===== src/rtl/mvau_wload_pkg.sv =====
// Shared types and elaboration helpers for the MVAU weight loader.
package mvau_wload_pkg;

  typedef enum logic [1:0] {IDLE, LOAD, DONE} wload_state_t;

  // True when addr_bw bits can address every word of a depth-entry memory.
  function automatic bit addr_bw_ok(input int unsigned depth, input int unsigned addr_bw);
    return (64'(1) << addr_bw) >= 64'(depth);
  endfunction

endpackage


===== src/rtl/mvau_weight_ram.sv =====
// Simple dual-port weight RAM: one write port, one registered read-first read port.
module mvau_weight_ram #(
  parameter int unsigned WIDTH   = 2,
  parameter int unsigned DEPTH   = 4,
  parameter int unsigned ADDR_BW = 4,
  parameter int unsigned IDX_BW  = (DEPTH > 1) ? $clog2(DEPTH) : 1
) (
  input  logic               clk,
  input  logic               rst,
  input  logic               we,
  input  logic [IDX_BW-1:0]  waddr,
  input  logic [WIDTH-1:0]   wdata,
  input  logic [ADDR_BW-1:0] raddr,
  output logic [WIDTH-1:0]   rdata
);

  localparam int unsigned CMP_BW = ADDR_BW + 1;

  (* ram_style = "auto" *) logic [WIDTH-1:0] mem [DEPTH];

  logic raddr_ok;

  assign raddr_ok = {1'b0, raddr} < CMP_BW'(DEPTH);

  always_ff @(posedge clk) begin
    if (we) mem[waddr] <= wdata;
  end

  // Nonblocking read of the old word gives read-first on same-address collisions.
  always_ff @(posedge clk) begin
    if (rst)           rdata <= '0;
    else if (raddr_ok) rdata <= mem[raddr[IDX_BW-1:0]];
    else               rdata <= '0;
  end

endmodule


===== src/rtl/mvau_weight_loader.sv =====
// Reloads an MVAU weight memory from an AXI-Stream and serves the PE's synchronous read port.
module mvau_weight_loader
  import mvau_wload_pkg::*;
#(
  parameter int unsigned SIMD         = 2,
  parameter int unsigned TW           = 1,
  parameter int unsigned WMEM_DEPTH   = 4,
  parameter int unsigned WMEM_ADDR_BW = 4
) (
  input  logic                    aclk,
  input  logic                    rst,
  input  logic                    load_start,
  input  logic [SIMD*TW-1:0]      s_axis_tdata,
  input  logic                    s_axis_tvalid,
  input  logic                    s_axis_tlast,
  output logic                    s_axis_tready,
  output logic                    load_busy,
  output logic                    load_done,
  output logic                    load_err,
  output logic                    wmem_ready,
  input  logic [WMEM_ADDR_BW-1:0] wmem_addr,
  output logic [SIMD*TW-1:0]      wmem_out
);

  localparam int unsigned WIDTH  = SIMD * TW;
  localparam int unsigned IDX_BW = (WMEM_DEPTH > 1) ? $clog2(WMEM_DEPTH) : 1;
  localparam logic [WMEM_ADDR_BW-1:0] LAST_ADDR = WMEM_ADDR_BW'(WMEM_DEPTH - 1);

  if (!addr_bw_ok(WMEM_DEPTH, WMEM_ADDR_BW)) begin : g_bad_addr_bw
    $error("WMEM_ADDR_BW is too narrow for WMEM_DEPTH");
  end

  wload_state_t            state;
  wload_state_t            state_nxt;
  logic [WMEM_ADDR_BW-1:0] wr_addr;
  logic                    wr_en;
  logic                    at_last;

  assign at_last = (wr_addr == LAST_ADDR);

  always_ff @(posedge aclk) begin
    if (rst) begin
      state      <= IDLE;
      wr_addr    <= '0;
      load_err   <= 1'b0;
      wmem_ready <= 1'b0;
    end else begin
      state <= state_nxt;
      case (state)
        IDLE: begin
          if (load_start) begin
            wr_addr    <= '0;
            load_err   <= 1'b0;
            wmem_ready <= 1'b0;
          end
        end
        LOAD: begin
          // Depth alone ends the load; tlast is only cross-checked against it.
          if (wr_en) begin
            wr_addr <= at_last ? '0 : wr_addr + WMEM_ADDR_BW'(1);
            if (s_axis_tlast != at_last) load_err <= 1'b1;
          end
        end
        DONE:    wmem_ready <= 1'b1;
        default: ;
      endcase
    end
  end

  always_comb begin
    state_nxt     = state;
    s_axis_tready = 1'b0;
    load_busy     = 1'b0;
    load_done     = 1'b0;
    wr_en         = 1'b0;
    case (state)
      IDLE: begin
        if (load_start) state_nxt = LOAD;
      end
      LOAD: begin
        s_axis_tready = 1'b1;
        load_busy     = 1'b1;
        wr_en         = s_axis_tvalid;
        if (s_axis_tvalid && at_last) state_nxt = DONE;
      end
      DONE: begin
        load_done = 1'b1;
        state_nxt = IDLE;
      end
      default: state_nxt = IDLE;
    endcase
  end

  mvau_weight_ram #(
    .WIDTH   (WIDTH),
    .DEPTH   (WMEM_DEPTH),
    .ADDR_BW (WMEM_ADDR_BW),
    .IDX_BW  (IDX_BW)
  ) u_ram (
    .clk   (aclk),
    .rst   (rst),
    .we    (wr_en),
    .waddr (wr_addr[IDX_BW-1:0]),
    .wdata (s_axis_tdata),
    .raddr (wmem_addr),
    .rdata (wmem_out)
  );

endmodule


===== config.mk =====
export PLATFORM = sky130hd
export DESIGN_NAME = mvau_weight_loader
export DESIGN_NICKNAME = d
export VERILOG_FILES = /design/src/rtl/mvau_wload_pkg.sv /design/src/rtl/mvau_weight_ram.sv /design/src/rtl/mvau_weight_loader.sv
export SDC_FILE = /design/constraint.sdc
export NUM_CORES = 1
export LEC_CHECK = 0
export CORE_MARGIN = 4
export CORE_UTILIZATION = 43
export DETAILED_ROUTE_END_ITERATION = 8
export PLACE_DENSITY = 0.83
export SLEW_MARGIN = 20
export SYNTH_ARGS = -nofsm -noshare
export SYNTH_HDL_FRONTEND = slang
export SYNTH_SLANG_ARGS = --single-unit

===== constraint.sdc =====
create_clock -name aclk -period 1.23 [get_ports aclk]
set_input_delay 0.369 -clock aclk [delete_from_list [all_inputs] [get_ports aclk]]
set_output_delay 0.369 -clock aclk [all_outputs]
set_load 0.02 [all_outputs]

==> flow_summary.json, run 1 <==
{
  "outcome": "finished, violations left",
  "violations": "negative setup slack",
  "yosys-top-cells-area": "edfxtp_1 29%, dfxtp_1 24%, ha_1 5.9%",
  "cp.required_ns": 0.86,
  "gr-total-overflow": 0,
  "fin_crit_ns": 1.42,
  "ys_async_sr_fraction_pct": 0,
  "placement_rows": 15,
  "finalNonFillerCells": 123,
  "fill_cells": 146,
  "synth_ff_type": "dfxtp_1",
  "relSlewSlack_pct": 83.6,
  "p_sw_mw": 0.271,
  "grt_pass1_wl_mm": 2.88,
  "p_per_area_nw_per_um2": 936,
  "cts_buffers": 3,
  "synth_top_area_cell": "edfxtp_1",
  "die_y_um": 52.3,
  "grt_max_degree": 11,
  "syn_area_um2": 842,
  "hpwl_mm": 1.29,
  "start_util_pct": 47.2,
  "min_period_over_period_pct": 116,
  "synth_cells": 70,
  "worstReg2RegStart": "state[1]$_SDFFE_PP0P_",
  "drive_above_1_share_pct": 41.8,
  "antenna_cells": 0,
  "ys_types": 31,
  "combPwrFrac_pct": 14.2,
  "synth-seq-cells": 18,
  "drt-vias-per-instance": 5.50,
  "rsz0062_at_grt": "true",
  "cp-start-kind": "register",
  "track_usage_pct": 14.8,
  "skew_ns": 0.00248,
  "coreArea_um2": 1780,
  "drt_iter0_drc": 11,
  "gp_routability_congestion": 0.855,
  "startpoint": "state[1]$_SDFFE_PP0P_",
  "cts_tree": "done",
  "max_stage_delay_ns": 0.36,
  "endpoint_kind": "primary output",
  "clockPowerShare_pct": 28.0,
  "port_buffers": 17,
  "syn_avg_cell_area_um2": 12.0,
  "clock_sinks": 18,
  "power_leakage_nw": 0.461,
  "peakVddDrop_v": 0.000496,
  "r2r_slack_ns": -0.07,
  "dpl_cell_area_um2": 1080,
  "r2r_end": "u_ram.mem[3][1]$_DFFE_PP_",
  "die_area_um2": 2730,
  "max-cap-violations": 0,
  "worstSetupPathType": "reg -> out",
  "fmax_mhz": 702,
  "design_area_um2": 1190,
  "hold_viol": 0,
  "via_count": 676,
  "io_pins": 18,
  "crit_path_end": "s_axis_tready",
  "grt_use_met1_pct": 15.4,
  "drt_first_pass_iters": 3,
  "die_x_um": 52.3,
  "wl_mm": 1.89,
  "ant_nets": 0,
  "grt_busiest_layer": "met2",
  "arrival_ns": 1.06,
  "synth_top_area_share_pct": 28.5,
  "synthMostInstantiatedCell": "dfxtp_1",
  "synth_nets": 85,
  "fin_ws_ns": -0.195,
  "clkSlewWorstSetupHoldPaths_ns": 0.10,
  "tightest_slew_ns": 0.242,
  "detail_route.wl_per_cell_um": 15.3,
  "met3_usage_pct": 4.84,
  "p_int_mw": 0.838,
  "finalMaxSlewViolations": 0,
  "antenna_found_initial": 0,
  "ys_top_cells_by_count": "10 x dfxtp_1, 8 x edfxtp_1, 4 x and3_1, 4 x ha_1",
  "r2r_cells": 4,
  "placed_cells": 116,
  "grt_pass1_vias": 677,
  "drcViolationCount": 0,
  "slowest_stage": "dfxtp_2",
  "cp_max_fo": 4,
  "hold_buffers": 0,
  "finalSetupViolations": 9,
  "hold_class": "reg -> reg",
  "path_cells": "and2b_2 -> buf_6",
  "use_met2_pct": 25.1,
  "nets": 114,
  "ys_seq_area_share_pct": 52.3,
  "regArea_um2": 448,
  "clock_latency_ns": 0.30,
  "area_growth_syn_to_layout_pct": 40.9,
  "htreeDepth": 1,
  "cts_root_buf": "clkbuf_4",
  "ys_warn_count": 0,
  "swShare_pct": 24.4,
  "clockBufferDepth": 2,
  "synth-edff-count": 8,
  "seqPwrFrac_pct": 57.8,
  "multiInputGateArea_um2": 417
}
## final cells by class
cell class	instances	share of cell area [%]
repair buffers	29	21.3
multi-input cells	44	35.1
clock inverters	1	0.316
well taps	25	2.64
flip-flops and latches	18	37.8
clock buffers	3	1.90
inverters	3	0.949
## logic make-up after synthesis
logic type | after synthesis | share of synthesized area [%]
AO/OA/AOI/OAI | 12 | 8.92
XOR/XNOR | 1 | 1.04
adder cells (fa/ha/maj) | 4 | 5.94
buffers and inverters | 8 | 5.05
flip-flops | 18 | 52.3
multiplexers | 3 | 6.54
AND/OR/NAND/NOR | 24 | 20.2
## critical path: cells and delay by family (launching register included)
family,cells,cell delay (ns)
and+or+nand+nor,1,0.26
DFF,1,0.36
buffers and inverters,1,0.14
## placed cells by master (no fill, tap or decap), types with 2 or more instances in the layout
cell             count
edfxtp_1             8
dfxtp_1              6
clkbuf_4             3
a21oi_2              2
ha_1                 3
nor3_1               3
or3_1                2
nand4b_1             2
nor4b_1              2
inv_1                3
clkdlybuf4s50_1      8
mux4_2               2
buf_4                9
dfxtp_2              3
and3_4               3
dlygate4sd2_1        2
o21ai_0              3
buf_2                4
nand3_1              3
buf_6                6
nand2b_1             2
## timing repair
item | CTS | global route
cloned | 0 | 0
gates resized for setup | 46 | 7
setup buffers | 3 | 1
endpoints found under the setup margin | 23 | 14
pin swaps | 3 | 4
## registers in the layout, summed over array words and instances (netlist names)
register     count
u_ram.mem        8
wr_addr          4
state            2
u_ram.rdata      2
load_err         1
wmem_ready       1
## worst min path at each step
stage,endpoint,cells past startpoint,slack (ns),startpoint
2_1_floorplan,u_ram.rdata[0]$_SDFF_PP0_,1,0.45,wmem_addr[3]
3_3_place_gp,load_err$_SDFFE_PP0P_,2,0.47,load_err$_SDFFE_PP0P_
3_5_place_dp,load_err$_SDFFE_PP0P_,2,0.49,load_err$_SDFFE_PP0P_
4_1_cts,load_err$_SDFFE_PP0P_,2,0.50,load_err$_SDFFE_PP0P_
5_1_grt,state[1]$_SDFFE_PP0P_,3,0.51,s_axis_tvalid
6_report,load_err$_SDFFE_PP0P_,2,0.50,load_err$_SDFFE_PP0P_
## power groups by stage
| stage | logic [mW] | clock network [mW] | registers, mW |
|---|---|---|---|
| CTS | 0.145 | 0.313 | 0.641 |
| global placement | 0.135 | 0 | 0.656 |
| floorplan | 0.0653 | 0 | 0.657 |
| finish | 0.157 | 0.311 | 0.641 |
| detailed placement | 0.137 | 0 | 0.657 |
| global route | 0.169 | 0.344 | 0.643 |
## per-layer routing
| metal | wire length, um | part of all wire [%] |
|---|---|---|
| met5 | 0 | 0 |
| met4 | 54 | 2.9 |
| met3 | 118 | 6.3 |
| met2 | 933 | 49 |
| met1 | 782 | 41 |
## stage by stage
step | total power [mW] | utilization, % | setup slack, ns | TNS [ns] | hold slack [ns]
6_report | 1.11 | 66.5 | -0.195 | -0.944 | 0.499
4_1_cts | 1.10 | 64.2 | -0.194 | -0.525 | 0.499
5_1_grt | 1.16 | 66.5 | -0.250 | -1.45 | 0.505
2_1_floorplan | 0.723 | - | -0.0662 | -0.0662 | 0.446
3_5_place_dp | 0.794 | 60.8 | -0.458 | -6.83 | 0.490
3_3_place_gp | 0.791 | 60.8 | -0.432 | -6.51 | 0.473
Note: power is estimated with default switching activity, not from simulation.
==> run 2: changes to the inputs <==
--- a/config.mk
+++ b/config.mk
@@ -5,6 +5,7 @@
 export SDC_FILE = /design/constraint.sdc
 export NUM_CORES = 1
 export LEC_CHECK = 0
+export CORE_ASPECT_RATIO = 1.1
 export CORE_MARGIN = 4
 export CORE_UTILIZATION = 43
 export DETAILED_ROUTE_END_ITERATION = 8
==> flow_summary.json, run 2 (synthesis gave the netlist of run 1 again) <==
{
  "crit_family": "flip-flops",
  "largest_register_ff_count": 8,
  "coreArea_um2": 1820,
  "grt_pass1_vias": 697,
  "cts_buffers": 3,
  "p_per_area_nw_per_um2": 902,
  "max-cap-violations": 0,
  "clkSlewWorstSetupHoldPaths_ns": 0.10,
  "detail_route.wl_per_cell_um": 16.9,
  "grt_max_degree": 11,
  "antenna_cells": 0,
  "cts_tree": "done",
  "worstReg2RegStart": "state[1]$_SDFFE_PP0P_",
  "die_x_um": 50.2,
  "io_pins": 18,
  "min_period_over_period_pct": 117,
  "wl_met1_um": 828,
  "hold_viol": 0,
  "violations": "negative setup slack",
  "cp.required_ns": 0.86,
  "top_register": "u_ram.mem",
  "outcome": "finished, violations left",
  "p_total_mw": 1.14,
  "drt_first_pass_iters": 5,
  "finalNonFillerCells": 130,
  "cp-start-kind": "register",
  "wl_mm": 2.20,
  "start_util_pct": 46.2,
  "wl_met2_mm": 1.17,
  "mostFrequentLayoutCells": "15 x buf_4, 8 x edfxtp_1, 7 x clkdlybuf4s50_1",
  "max_stage_delay_ns": 0.36,
  "placement_rows": 16,
  "grt_pass1_wl_mm": 3.19,
  "hold_class": "reg -> reg",
  "drt_iter0_drc": 13,
  "drcViolationCount": 0,
  "clock_latency_ns": 0.31,
  "peakVddDrop_v": 0.000575,
  "skew_ns": 0.00650,
  "hpwl_mm": 1.43,
  "worstSetupPathType": "reg -> out",
  "drive_above_1_share_pct": 50.5,
  "nets": 119,
  "clock_sinks": 18,
  "rsz0062_at_grt": "true",
  "reg_top3": "u_ram.mem (8), wr_addr (4)",
  "finalSetupTns_ns": -1.08,
  "top_layer_used": "met4",
  "power_leakage_nw": 0.500,
  "cts_root_buf": "clkbuf_4",
  "drt-vias-per-instance": 5.51,
  "fmax_mhz": 694,
  "fin_crit_ns": 1.44,
  "fill_cells": 123,
  "via_count": 716,
  "critPathBufInv": 1,
  "fin_ws_ns": -0.211,
  "area_growth_syn_to_layout_pct": 49.5,
  "wl_met3_um": 85,
  "die_area_um2": 2730,
  "ant_nets": 0,
  "finalMaxSlewViolations": 0,
  "arrival_ns": 1.07,
  "relSlewSlack_pct": 80.4,
  "gp_routability_congestion": 0.800,
  "startpoint": "state[1]$_SDFFE_PP0P_",
  "track_usage_pct": 16.3,
  "clockBufferDepth": 2,
  "port_buffers": 17,
  "finalSetupViolations": 9,
  "endpoint_kind": "primary output",
  "tightest_slew_ns": 0.294,
  "antenna_found_initial": 0,
  "worstHoldStart": "load_err$_SDFFE_PP0P_",
  "cp_max_fo": 4,
  "path_cells": "and2b_2 -> buf_6",
  "slowest_stage": "dfxtp_2",
  "gr-total-overflow": 0,
  "final_common_cell": "buf_4",
  "multiInputGateArea_um2": 452,
  "placed_cells": 119,
  "htreeDepth": 1,
  "die_y_um": 54.4,
  "regArea_um2": 447
}
-- run 2: where the power goes --
part           internal, mW  switching, mW  leakage, nW  total, mW
logic                0.0933         0.0818        0.329      0.175
clock network         0.119          0.201       0.0154      0.319
registers             0.635        0.00591        0.156      0.641
total                 0.847          0.288        0.500       1.14
-- run 2: through the flow --
| step | util, % | area [um2] | hold slack [ns] | worst slack [ns] |
|---|---|---|---|---|
| after floorplan | - | 847 | 0.446 | -0.0662 |
| after global placement | 60.1 | 1090 | 0.469 | -0.427 |
| after detailed placement | 60.1 | 1090 | 0.500 | -0.472 |
| after CTS | 63.0 | 1150 | 0.512 | -0.206 |
| after global routing | 69.1 | 1260 | 0.545 | -0.250 |
| final | 69.1 | 1260 | 0.521 | -0.211 |
-- run 2: metal layers --
layer	track usage [%]	up-vias
met1	15.7	356
li1	-	333
met4	12.4	0
met2	30.9	18
met5	0	-
met3	3.27	9
-- run 2: what timing repair did --
item | CTS | global route
hold buffers | 0 | 0
gates resized for setup | 45 | 14
endpoints found under the setup margin | 23 | 16
buffers inserted | 2 | 5
pin swaps | 0 | 7
-- run 2: worst paths after layout --
check | depth (start not counted) | slack (ns) | end
hold / removal | 2 | 0.52 | load_err$_SDFFE_PP0P_
setup reg to reg | 4 | -0.09 | u_ram.mem[3][1]$_DFFE_PP_
hold reg to reg | 2 | 0.52 | load_err$_SDFFE_PP0P_
setup / recovery | 2 | -0.21 | s_axis_tready
-- run 2: final cells by class --
class                   count  area share, %
clock buffers               3           1.79
clock inverters             1          0.298
inverters                   3          0.895
multi-input cells          44           35.9
flip-flops and latches     18           35.5
well taps                  27           2.68
repair buffers             34           23.0
-- run 2: worst min-delay path, cell delays in order, from the launching register on --
cell,delay [ns]
dfxtp_1,0.33
o211ai_1,0.08
o21ai_1,0.07
==> run 3: changes to the inputs <==
--- a/config.mk
+++ b/config.mk
@@ -7,9 +7,9 @@
 export LEC_CHECK = 0
 export CORE_ASPECT_RATIO = 1.1
 export CORE_MARGIN = 4
-export CORE_UTILIZATION = 43
+export CORE_UTILIZATION = 48
 export DETAILED_ROUTE_END_ITERATION = 8
-export PLACE_DENSITY = 0.83
+export PLACE_DENSITY = 0.87
 export SLEW_MARGIN = 20
 export SYNTH_ARGS = -nofsm -noshare
 export SYNTH_HDL_FRONTEND = slang
==> constraint.sdc (replaced) <==
create_clock -name aclk -period 1.4 [get_ports aclk]
set_input_delay 0.42 -clock aclk [delete_from_list [all_inputs] [get_ports aclk]]
set_output_delay 0.42 -clock aclk [all_outputs]
set_load 0.02 [all_outputs]
==> flow_summary.json, run 3 (synthesis gave the netlist of run 1 again) <==
{
  "outcome": "finished, violations left",
  "violations": "negative setup slack",
  "whs_path_depth": 2,
  "cts_tree": "done",
  "clock_latency_ns": 0.29,
  "via_count": 662,
  "drt-vias-per-instance": 5.81,
  "cp-start-kind": "register",
  "antenna_cells": 0,
  "finalNonFillerCells": 114,
  "port_buffers": 17,
  "htreeDepth": 1,
  "skew_ns": 0.00330,
  "drt_first_pass_iters": 5,
  "grt_pass1_vias": 615,
  "p_total_mw": 0.946,
  "drcViolationCount": 0,
  "p_per_area_nw_per_um2": 845,
  "clkSlewWorstSetupHoldPaths_ns": 0.10,
  "largest_register_ff_count": 8,
  "met3_usage_pct": 3.46,
  "coreArea_um2": 1610,
  "placement_rows": 15,
  "tightest_slew_ns": 0.354,
  "clockBufferDepth": 2,
  "slowest_stage": "dfxtp_2",
  "fin_ws_ns": -0.0399,
  "finalSetupViolations": 3,
  "grt_max_degree": 11,
  "use_met2_pct": 28.4,
  "power_leakage_nw": 0.453,
  "clock_sinks": 18,
  "relSlewSlack_pct": 76.3,
  "pre_cts_ws_ns": -0.335,
  "mostFrequentLayoutCells": "11 x buf_4, 8 x clkdlybuf4s50_1, 8 x dfxtp_1, 8 x edfxtp_1, 4 x and3_1",
  "hold_class": "reg -> reg",
  "start_util_pct": 52.2,
  "path_cells": "and2b_2 -> buf_6",
  "fmax_mhz": 694,
  "worstSetupPathType": "reg -> out",
  "max-cap-violations": 0,
  "grt_pass1_wl_mm": 2.72,
  "hold_buffers": 0,
  "die_y_um": 51.9,
  "critPathBufInv": 1,
  "crit_family": "flip-flops",
  "gr-total-overflow": 0,
  "drt_iter0_drc": 10,
  "finalMaxSlewViolations": 0,
  "ant_nets": 0,
  "arrival_ns": 1.02,
  "cts_root_buf": "clkbuf_4",
  "cp.required_ns": 0.98,
  "grt_use_met1_pct": 17.4,
  "rsz0062_at_grt": "true",
  "detail_route.wl_per_cell_um": 16.0,
  "fin_crit_ns": 1.44,
  "dpl_cell_area_um2": 1080,
  "wl_mm": 1.83,
  "final_common_cell": "buf_4",
  "placed_cells": 109,
  "area_growth_syn_to_layout_pct": 33.0,
  "cp_max_fo": 4,
  "max_stage_delay_ns": 0.35,
  "min_period_over_period_pct": 103,
  "endpoint_kind": "primary output",
  "grt_busiest_layer": "met2",
  "top_register": "u_ram.mem",
  "reg_top3": "u_ram.mem (8), wr_addr (4)",
  "antenna_found_initial": 0,
  "worst-path-stages": 2,
  "cts_buffers": 3,
  "nets": 113,
  "hold_viol": 0,
  "drive_above_1_share_pct": 30.9,
  "design_area_um2": 1120,
  "peakVddDrop_v": 0.000501,
  "die_area_um2": 2490,
  "io_pins": 18,
  "die_x_um": 47.9,
  "gp_routability_congestion": 0.828,
  "final_core_util_pct": 69.4,
  "track_usage_pct": 15.9,
  "hpwl_mm": 1.36,
  "r2r_cells": 4
}
run 3: final timing paths:
path	slack, ns	from	end
setup reg to reg	0.04	wr_addr[1]$_SDFFE_PP0P_	state[0]$_SDFFE_PP0P_
hold / removal	0.50	load_err$_SDFFE_PP0P_	load_err$_SDFFE_PP0P_
hold reg to reg	0.50	load_err$_SDFFE_PP0P_	load_err$_SDFFE_PP0P_
setup / recovery	-0.04	state[1]$_SDFFE_PP0P_	load_busy
run 3: metrics by stage:
| step | hold slack [ns] | setup TNS (ns) |
|---|---|---|
| 2_1_floorplan | 0.495 | 0 |
| 3_3_place_gp | 0.480 | -3.63 |
| 3_5_place_dp | 0.491 | -4.33 |
| 4_1_cts | 0.505 | -0.127 |
| 5_1_grt | 0.490 | -0.257 |
| 6_report | 0.499 | -0.112 |
run 3: cell type report:
| type | instances | area [um2] |
|---|---|---|
| inverters | 3 | 11.3 |
| clock buffers | 3 | 22.5 |
| repair buffers | 28 | 248 |
| well taps | 17 | 21.3 |
| flip-flops and latches | 18 | 443 |
| fillers | 115 | 494 |
| clock inverters | 1 | 3.75 |
| multi-input cells | 44 | 370 |
run 3: what timing repair did:
action                                  4_1_cts  5_1_grt
gates cloned                                  0        0
endpoints found under the hold margin         0        0
setup buffers                                 0        1
gates resized for setup                      24       12
endpoints found under the setup margin        9       10
run 3: where the power goes:
group | leakage (nW) | total [mW] | internal (mW) | switching (mW)
logic | 0.283 | 0.127 | 0.0684 | 0.0583
clock network | 0.0154 | 0.257 | 0.103 | 0.153
registers | 0.154 | 0.563 | 0.558 | 0.00486
run 3: metal layers:
| layer | share of wire (%) | vias to the layer above |
|---|---|---|
| li1 | - | 316 |
| met1 | 38 | 316 |
| met5 | 0 | - |
| met3 | 6.7 | 4 |
| met4 | 1.4 | 0 |
| met2 | 53 | 26 |
run 3: worst register-to-register path, cell delays in order (launching register included):
cell and delay (ns):
dfxtp_1 0.38, ha_2 0.23, or3b_2 0.48, o22ai_2 0.11, nor3_1 0.06
